[src/rtl/y_enhance_frame_seq.sv]
// -----------------------------------------------------------------------------
// y_enhance_frame_seq
//
// Frame sequencer for the Y-channel Sobel enhancement pipeline. It takes
// line-complete pixel bursts from an upstream show-ahead FIFO and drives the
// per_frame_* strobes and per_img_Y into the enhancement datapath. Flush lines
// are appended to empty the 3x3 line buffers. The datapath output (post_img_Y)
// is re-aligned with a registered valid strobe, and frame completion is
// reported with a done pulse.
//
// Ports
//   clk, rst          pixel clock; asynchronous active-high reset
//   start, abort      begin one frame (ignored while busy); synchronous abort
//   fifo_level/empty  upstream FIFO occupancy and empty flag
//   fifo_data, fifo_rd  show-ahead head word and pop strobe
//   per_frame_vsync/href/clken, per_img_Y   datapath input side
//   post_img_Y        datapath output
//   post_valid, post_data                   aligned, qualified enhanced pixels
//   busy, done, underflow                   frame status
// -----------------------------------------------------------------------------
module y_enhance_frame_seq #(
   parameter int IMG_HDISP   = 640,
   parameter int IMG_VDISP   = 480,
   parameter int H_BLANK     = 16,
   parameter int VSYNC_LEN   = 4,
   parameter int V_BLANK     = 8,
   parameter int FLUSH_LINES = 1,
   parameter int PIPE_LAT    = 5
) (
   input  logic        clk,
   input  logic        rst,
   input  logic        start,
   input  logic        abort,
   input  logic [10:0] fifo_level,
   input  logic        fifo_empty,
   input  logic [7:0]  fifo_data,
   output logic        fifo_rd,
   output logic        per_frame_vsync,
   output logic        per_frame_href,
   output logic        per_frame_clken,
   output logic [7:0]  per_img_Y,
   input  logic [7:0]  post_img_Y,
   output logic        post_valid,
   output logic [7:0]  post_data,
   output logic        busy,
   output logic        done,
   output logic        underflow
);

   typedef enum logic [2:0] {
      S_IDLE, S_VSYNC, S_VBLANK, S_LWAIT, S_LINE, S_HBLANK, S_DRAIN, S_DONE
   } state_t;

   localparam logic [9:0]  HDISP_M1  = 10'(IMG_HDISP - 1);
   localparam logic [9:0]  VSYNC_M1  = 10'(VSYNC_LEN - 1);
   localparam logic [9:0]  VBLANK_M1 = 10'(V_BLANK - 1);
   localparam logic [9:0]  HBLANK_M1 = 10'(H_BLANK - 1);
   localparam logic [10:0] HDISP_LVL = 11'(IMG_HDISP);
   localparam logic [10:0] VDISP_W   = 11'(IMG_VDISP);
   localparam logic [10:0] TOTAL_W   = 11'(IMG_VDISP + FLUSH_LINES);
   localparam logic [10:0] FLUSH_W   = 11'(FLUSH_LINES);

   state_t              state_q, state_d;
   logic [9:0]          h_cnt_q, h_cnt_d;
   logic [9:0]          b_cnt_q, b_cnt_d;
   logic [10:0]         v_cnt_q, v_cnt_d;
   logic [10:0]         o_cnt_q, o_cnt_d;
   logic                underflow_q, underflow_d;
   logic [PIPE_LAT-1:0] href_dly_q, href_dly_d;
   logic                href_prev_q, href_prev_d;
   logic                post_valid_q, post_valid_d;
   logic [7:0]          post_data_q, post_data_d;

   logic active_line;  // current input line carries FIFO pixels (not a flush line)
   logic href_dly;     // per_frame_href delayed to line up with post_img_Y

   assign active_line = (v_cnt_q < VDISP_W);
   assign href_dly    = href_dly_q[PIPE_LAT-1];

   // Datapath-side strobes decode straight from the state register.
   always_comb begin
      // NOTE: every always_comb output gets a default first so no path leaves
      // it unassigned, which would otherwise infer a latch.
      fifo_rd         = 1'b0;
      per_frame_vsync = 1'b0;
      per_frame_href  = 1'b0;
      per_frame_clken = 1'b0;
      per_img_Y       = 8'd0;
      busy            = (state_q != S_IDLE) && (state_q != S_DONE);
      done            = (state_q == S_DONE);
      underflow       = underflow_q;
      post_valid      = post_valid_q;
      post_data       = post_data_q;
      case (state_q)
         S_VSYNC: per_frame_vsync = 1'b1;
         S_LINE: begin
            per_frame_href  = 1'b1;
            per_frame_clken = 1'b1;
            if (active_line) begin
               fifo_rd   = 1'b1;
               per_img_Y = fifo_data;
            end
         end
         default: ;
      endcase
   end

   always_comb begin
      state_d     = state_q;
      h_cnt_d     = h_cnt_q;
      b_cnt_d     = b_cnt_q;
      v_cnt_d     = v_cnt_q;
      o_cnt_d     = o_cnt_q;
      underflow_d = underflow_q;
      href_dly_d  = href_dly_q << 1;
      href_dly_d[0] = per_frame_href;
      href_prev_d = href_dly;

      // Output side: each delayed-href falling edge closes one output line;
      // the first FLUSH_LINES output lines are the line-buffer fill and are dropped.
      if (href_prev_q && !href_dly) o_cnt_d = o_cnt_q + 11'd1;
      post_valid_d = href_dly && (o_cnt_q >= FLUSH_W);
      post_data_d  = post_valid_d ? post_img_Y : 8'd0;

      // The pixel is still consumed; the flag just records the violation.
      if (fifo_rd && fifo_empty) underflow_d = 1'b1;

      case (state_q)
         S_IDLE: begin
            if (start) begin
               state_d     = S_VSYNC;
               underflow_d = 1'b0;
               h_cnt_d     = 10'd0;
               b_cnt_d     = 10'd0;
               v_cnt_d     = 11'd0;
               o_cnt_d     = 11'd0;
            end
         end
         S_VSYNC: begin
            if (b_cnt_q == VSYNC_M1) begin
               b_cnt_d = 10'd0;
               state_d = S_VBLANK;
            end else begin
               b_cnt_d = b_cnt_q + 10'd1;
            end
         end
         S_VBLANK: begin
            if (b_cnt_q == VBLANK_M1) begin
               b_cnt_d = 10'd0;
               state_d = S_LWAIT;
            end else begin
               b_cnt_d = b_cnt_q + 10'd1;
            end
         end
         S_LWAIT: begin
            // A whole line must be buffered up front: LINE never stalls.
            if (!active_line || (fifo_level >= HDISP_LVL)) begin
               h_cnt_d = 10'd0;
               state_d = S_LINE;
            end
         end
         S_LINE: begin
            if (h_cnt_q == HDISP_M1) begin
               h_cnt_d = 10'd0;
               b_cnt_d = 10'd0;
               v_cnt_d = v_cnt_q + 11'd1;
               state_d = S_HBLANK;
            end else begin
               h_cnt_d = h_cnt_q + 10'd1;
            end
         end
         S_HBLANK: begin
            if (b_cnt_q == HBLANK_M1) begin
               b_cnt_d = 10'd0;
               state_d = (v_cnt_q < TOTAL_W) ? S_LWAIT : S_DRAIN;
            end else begin
               b_cnt_d = b_cnt_q + 10'd1;
            end
         end
         S_DRAIN: begin
            if (o_cnt_q == TOTAL_W) state_d = S_DONE;
         end
         S_DONE:  state_d = S_IDLE;
         default: state_d = S_IDLE;
      endcase

      if (abort) begin
         state_d      = S_IDLE;
         h_cnt_d      = 10'd0;
         b_cnt_d      = 10'd0;
         v_cnt_d      = 11'd0;
         o_cnt_d      = 11'd0;
         underflow_d  = 1'b0;
         href_dly_d   = '0;
         href_prev_d  = 1'b0;
         post_valid_d = 1'b0;
         post_data_d  = 8'd0;
      end
   end

   // NOTE: sequential state uses non-blocking assignments so every flop
   // samples the pre-edge value of its neighbours.
   always_ff @(posedge clk or posedge rst) begin
      if (rst) begin
         state_q      <= S_IDLE;
         h_cnt_q      <= 10'd0;
         b_cnt_q      <= 10'd0;
         v_cnt_q      <= 11'd0;
         o_cnt_q      <= 11'd0;
         underflow_q  <= 1'b0;
         href_dly_q   <= '0;
         href_prev_q  <= 1'b0;
         post_valid_q <= 1'b0;
         post_data_q  <= 8'd0;
      end else begin
         state_q      <= state_d;
         h_cnt_q      <= h_cnt_d;
         b_cnt_q      <= b_cnt_d;
         v_cnt_q      <= v_cnt_d;
         o_cnt_q      <= o_cnt_d;
         underflow_q  <= underflow_d;
         href_dly_q   <= href_dly_d;
         href_prev_q  <= href_prev_d;
         post_valid_q <= post_valid_d;
         post_data_q  <= post_data_d;
      end
   end

endmodule

[config.mk]
export PLATFORM = sky130hd
export DESIGN_NAME = y_enhance_frame_seq
export DESIGN_NICKNAME = d
export VERILOG_FILES = /design/src/rtl/y_enhance_frame_seq.sv
export SDC_FILE = /design/constraint.sdc
export NUM_CORES = 1
export LEC_CHECK = 0
export CAP_MARGIN = 30
export CORE_MARGIN = 2
export CORE_UTILIZATION = 45
export CTS_CLUSTER_DIAMETER = 200
export DETAILED_ROUTE_END_ITERATION = 16
export PLACE_DENSITY = 0.67
export SYNTH_ARGS = -nofsm -noshare
export SYNTH_HDL_FRONTEND = slang
export SYNTH_SLANG_ARGS = --single-unit
[constraint.sdc]
create_clock -name clk -period 2.25 [get_ports clk]
set_input_delay 0.45 -clock clk [delete_from_list [all_inputs] [get_ports clk]]
set_output_delay 0.45 -clock clk [all_outputs]
set_load 0.02 [all_outputs]
==> results.md <==
- Least-Margin Pin Slew: 552 ps
- Final instance area: 4180 um^2
- ANT cells: 0
- Layout cells sized above 1: 15.4%
- Syn Nets: around 380
- Crit path launch type: flop
- Drt via density: about 5.3
- Pin count of the biggest net entering global routing: 36
- First-pass GRT wire length: 12100 um
- Routed via count: 2730
- GP Congestion: 0.808
- Crit-path max FO: 10
- Die Y: about 89 um
- Htree depth: 3
- RSZ-0062 raised after global routing: false
- Status: complete, no violations
- Number of flops mapped to enable cells by yosys: 0
- Yosys top cell by area: dfrtp_1
- Tmin final: 2160 ps
- I/O Buffers: 48
- P_leak: 0.00188 uW
- Worst R2R Path Depth: 6
- Crit-path slowest cell: or3b_1
- CTS tree: built
- Ys Warns: 0
- Register area share after synthesis: 46.8%
- Setup violations, final: 0
- Largest family of logic cells by synthesized area: simple AND/OR/NAND/NOR gates
- Cell Area, Synth: 3260 um^2
- Die Wd: 89.2 um
- Register bit total from synthesis: between 60 and 70
- Sum Neg Setup Slack: 0 ps
- Fmax: 0.462 GHz
- Core ar.: 7140 um^2
- CTS Buf Count: 9
- Synth Flop Type: dfrtp_1
- Post-Layout Cell Count: 514
- DRT antenna net count: 0
- WL final: 7390 um
- CP Data Required Time: 1800 ps
- Adder-Cell Fraction of Synth Area: 1.92%
- Mux cell area share after synthesis: 0%
- Total Routing Usage GR: just under 20%
- Post-synth top area share: 46.8%
- Clk Latency, worst-skew pair: 340 ps
- Slew Limit Fails: 0
- Final worst path period share: a little over nine tenths
- VDD IR max: 0.550 mV
- CP max stage delay: just over 400 ps
- CP arrival: 1710 ps
- Compound-gate portion of the synthesized area: 13.9%
- First-pass detailed-route iteration total: 4
- Sequential Area: 1530 um^2
- Std-Cell Rows: 31
- Fill count: roughly 650
- Placement Cell Area: approximately 4000 um^2
- Yosys cell types: just under 60
- Post-synth ARST share: 100%
- Worst-path clk slew: 70 ps
- Clock skew: 7.31 ps
- Post-route DRC violation count: 0
- Number of global-route vias before repair: between 2k and 3k
- Syn-to-layout area delta: 28.2%
- Num ports: 56
- DIE AREA: 7950 um^2
- Crit end category: output pin
- Routed WL per cell: approximately 14 um
- Iteration-0 DRC count of the detailed router: approximately 180
- Setup Slack @ Placement: -100 ps
- Initial antenna violation count: 0
- Power Density: 850 nW/um^2
- Area of the multi-input gates: between 1500 and 2000 um^2
- Worst min path class: in -> async
- XOR/XNOR Fraction of Synth Area: 5.64%
- Clock buffer depth: 2
- Setup ws final: 87.4 ps
- Simple-Gate Fraction of Synth Area: 28.3%
- Syn_area_per_cell: 9.65 um^2
- CTS Sinks: between 60 and 70
- CTS Root Buffer Type: clkbuf_8
- Total gr overflow: 0
- Placed insts: 498
- Max Cap Viol: 0
- Nets: 447
- Levels on crit path: 4
- Initial Util: 45.7%
- Crit-path leading delay family: simple AND/OR/NAND/NOR gates
- Synth area leaders: dfrtp_1 (47%), nor2_1 (4.1%), xnor2_1 (3.5%), and2_1 (3.5%), o21ai_0 (2.5%)
- Final Hold Viols: 0
- WS Path Type: reg -> out
- Worst slew margin: 62.9%
- Buf+Inv Stages, Crit Path: 2
- Syn Inst Count: 338
- Detail Placement HPWL: 5410 um
- Worst-path cell chain: or3b_1 > nor2_2 > buf_4 > clkdlybuf4s15_1
registers in the layout (all words and copies together), names as in the netlist:
name / cells
href_dly_q: 5
v_cnt_q: 11
b_cnt_q: 10
underflow: 1
href_prev_q: 1
post_valid: 1
post_data: 8
state_q: 3
h_cnt_q: 10
o_cnt_q: 11
synthesized netlist by cell type (all sizes together) (3+ instances only):
master  number
nand3       12
a31o         3
ha           5
xnor2       13
a22o         6
or3          7
buf          6
a21oi       13
a31oi        6
and3         6
and2        19
nand4       11
nor4        10
a211oi       4
nand2       20
or4          3
nor3        11
or2          3
nor2b        7
inv         11
clkbuf       6
dfrtp       61
xor2         8
nor2        36
o21ai       18
and4         4
layout by cell type (no fill, tap or decap), drive strengths merged, types with 3 or more instances in the layout:
cell	n
a211oi	4
a21oi	13
a22o	6
a31o	3
a31oi	6
and2	19
and3	6
and4	4
buf	33
clkbuf	12
clkdlybuf4s50	34
clkinv	3
dfrtp	61
dlygate4sd2	5
ha	5
inv	11
nand2	20
nand3	12
nand4	11
nor2	36
nor2b	7
nor3	11
nor4	10
o21ai	18
or2	3
or3	7
or4	3
xnor2	13
xor2	8
power by group:
group / switching, uW / internal (uW) / total, uW
clock network: 423 / 681 / 1100
registers: 50.9 / 1170 / 1220
logic: 720 / 510 / 1230
total: 1190 / 2360 / 3550
final cells by class:
cell class | count | share of cell area [%]
Tap cell | 99 | 2.96
Clock buffer | 12 | 3.71
Clock inverter | 4 | 1.68
Timing Repair Buffer | 73 | 15.2
Multi-Input combinational cell | 253 | 38.9
Inverter | 12 | 1.11
Sequential cell | 61 | 36.5
layer usage:
metal  up-vias  track usage, %  part of all wire, %
li1       1359               -                    -
met1      1314            25.2                   46
met2        53            33.0                   49
met3         4            5.54                  4.2
met4         0            5.29                 0.69
met5         -               0                    0
through the flow:
stage | hold slack, ps | utilization, % | power [uW]
3_5_place_dp | 451 | 56.1 | 2540
5_1_grt | 405 | 58.6 | 3780
3_3_place_gp | 449 | 56.1 | 2520
4_1_cts | 386 | 58.6 | 3590
2_1_floorplan | 439 | - | 2050
6_report | 394 | 58.6 | 3550
what timing repair did:
action                     4_1_cts  5_1_grt
setup endpoints to repair       14        1
hold buffers                     0        0
setup buffers                    0        0
gates resized for setup         39        1
kinds of logic after synthesis:
family          count (synthesis)
flops                          61
compound gates                 66
simple gates                  161
fa+ha+maj                       5
buf+inv                        24
xor+xnor                       21
worst paths after layout:
| kind | slack (ps) | endpoint | start |
|---|---|---|---|
| min | 390 | post_data[2]$_DFF_PP0_ | rst |
| max in group asynchronous | 1340 | b_cnt_q[1]$_DFFE_PP0P_ | rst |
| min reg2reg | 460 | href_dly_q[2]$_DFF_PP0_ | href_dly_q[1]$_DFF_PP0_ |
| min in group clk | 460 | href_dly_q[2]$_DFF_PP0_ | href_dly_q[1]$_DFF_PP0_ |
| max | 90 | fifo_rd | state_q[0]$_DFFE_PP0P_ |
| max reg2reg | 190 | b_cnt_q[9]$_DFFE_PP0P_ | state_q[0]$_DFFE_PP0P_ |
Power figures use the tool's default switching activity.
==> patch: new RTL, same settings <==
The 8 states of `state_t` get a one-hot encoding in 8 bits.
--- a/src/rtl/y_enhance_frame_seq.sv
+++ b/src/rtl/y_enhance_frame_seq.sv
@@ -47,8 +47,8 @@
    output logic        underflow
 );
 
-   typedef enum logic [2:0] {
-      S_IDLE, S_VSYNC, S_VBLANK, S_LWAIT, S_LINE, S_HBLANK, S_DRAIN, S_DONE
+   typedef enum logic [7:0] {
+      S_IDLE = 8'b00000001, S_VSYNC = 8'b00000010, S_VBLANK = 8'b00000100, S_LWAIT = 8'b00001000, S_LINE = 8'b00010000, S_HBLANK = 8'b00100000, S_DRAIN = 8'b01000000, S_DONE = 8'b10000000
    } state_t;
 
    localparam logic [9:0]  HDISP_M1  = 10'(IMG_HDISP - 1);
Formal check against the unedited RTL: same outputs for any inputs over 10 cycles, from zero or initial values and one cycle with rst high; not proved beyond that.
==> patch against the original RTL <==
- the run now ends with setup timing left
- combinational power fell by 11%
- clock power fell by 8%
- non-clock buffer count rose by 40
- die area rose by 2.8%
- worst hold slack got worse by 0.011 ns
- worst setup slack got worse by 0.37 ns
- core utilization rose by 10 points
- total power fell by 6.5%
- global-route usage rose by 1.4 points
- sequential cell count rose by 5
- routed wire length rose by 16%
- final area rose by 20%
- synthesized area rose by 2.9%
- critical path type unchanged
- largest cell class unchanged
- largest power group is now sequential cells
==> patch: results (changes against the original RTL) <==
synthXorXnorAreaFrac: 0.0522  # -0.00420
met1_usage: 0.278  # +0.0252
synthTopCellsByArea: "dfrtp_1 48%, nor2_1 4.9%, and2_1 3.2%, xor2_1 2.9%, nand2_1 2.8%"
area_growth_pct: 48.8
p_int_mw: 2.29  # -3.2%
place_hpwl_um: 5620  # +3.9%
synth_compound_area_frac: 0.131  # -0.00804
pre_cts_slack_ns: -0.477  # -0.377 ns
grt_pass1_wl_um: 14000  # +15%
die_w_um: 90.4  # +1.4%
drive_gt1_frac: 0.335  # +0.181
vdd_drop_max_uv: 473  # -14%
place.gp.congestion: 0.799  # -1.0%
cts_setup_buffers: 9  # +9
status: "finished, violations left"
synthMuxAreaShare: 0.00633  # +0.00633
clk-power_mw: 1.01  # -8%
clk_pin_slew_ns: 0.08
synth_common_cells: "65 x dfrtp_1, 44 x nor2_1, 25 x nand2_1"
power_density_nw_per_um2: 665  # -22%
nonClkBufAreaFrac: 0.213  # +0.0614
vias: 3031  # +11%
cts_resized: 119  # +210%
clk_share: 0.0401  # -0.0138
placed_area_um2: 4370  # +9.2%
fin_nets: 498  # +11%
synthAdderAreaFrac: 0.0186  # -0.000543
wl_met3_um: 377  # +21%
grt_max_degree: 21  # -42%
slew_headroom: 0.666  # +0.0370
fin_ws_ns: -0.285  # -0.373 ns
finalSetupTns_ns: -8.84  # -8.84 ns
worstPathArrival_ns: 2.09  # +0.38 ns
nFillCells: 564  # -14%
dp_cells: 532  # +6.8%
leakagePower_nw: 2.28  # +21%
n_clock_buffer: 9  # -3
grt_usage: 0.211  # +0.0141
inverters_excl_clock: 5  # -7
routedWlPerCell_um: 15.2  # +5.5%
gr-usage-met3: 0.0359  # -0.0195
met2_usage: 0.344  # +0.0140
drt-initial-drc-count: 158  # -11%
buffers: 113  # +55%
synthCells: 345  # +2.1%
p_seq_frac: 0.369  # +0.026
ys_ff_latch: 66  # +8.2%
wl_met1_um: 3890  # +15%
finClkSkew_ns: 0.0103  # +0.00296 ns
syn_nets: 382  # +1.9%
violations: "setup timing"
ys_seq_area_frac: 0.492  # +0.0244
layout.cells.non_filler: 565  # +9.9%
multi_input_cells: 266  # +5.1%
setup-violations-final: 50  # +50
synthDistinctLibCells: 55  # -5.2%
ff_latch_area_um2: 1650  # +8.3%
cp_max_fo: 4  # -6
multi_input_area_share: 0.388  # -0.00114
met2_length_um: 4130  # +13%
[patch: cell types whose count changed after synthesis, moves of 6 or more]
cell / before / now
and3_1: 6 / 14
nor2_1: 36 / 44
inv_1: 11 / 5
nand4_1: 10 / 4
o21ai_1: 2 / 8
[patch: path summary, 6_finish.rpt]
check                              start            end  slack (ns)  depth (start not counted)
max in group asynchronous            rst     state_q[0]        1.26                          3
min in group clk           href_dly_q[0]  href_dly_q[1]        0.46                          1
setup / recovery              state_q[5]   per_img_Y[0]       -0.29                          6
hold / removal                       rst     b_cnt_q[0]        0.38                          2
hold reg to reg            href_dly_q[0]  href_dly_q[1]        0.46                          1
setup reg to reg              state_q[5]     b_cnt_q[3]       -0.25                          8
[patch: critical path: stages, from the launching register on]
cell and delay (ns):
dfrtp_1 0.39, or4_4 0.54, or2_4 0.26, nor3_4 0.16, buf_6 0.14, and2_1 0.12
buf_4 0.13
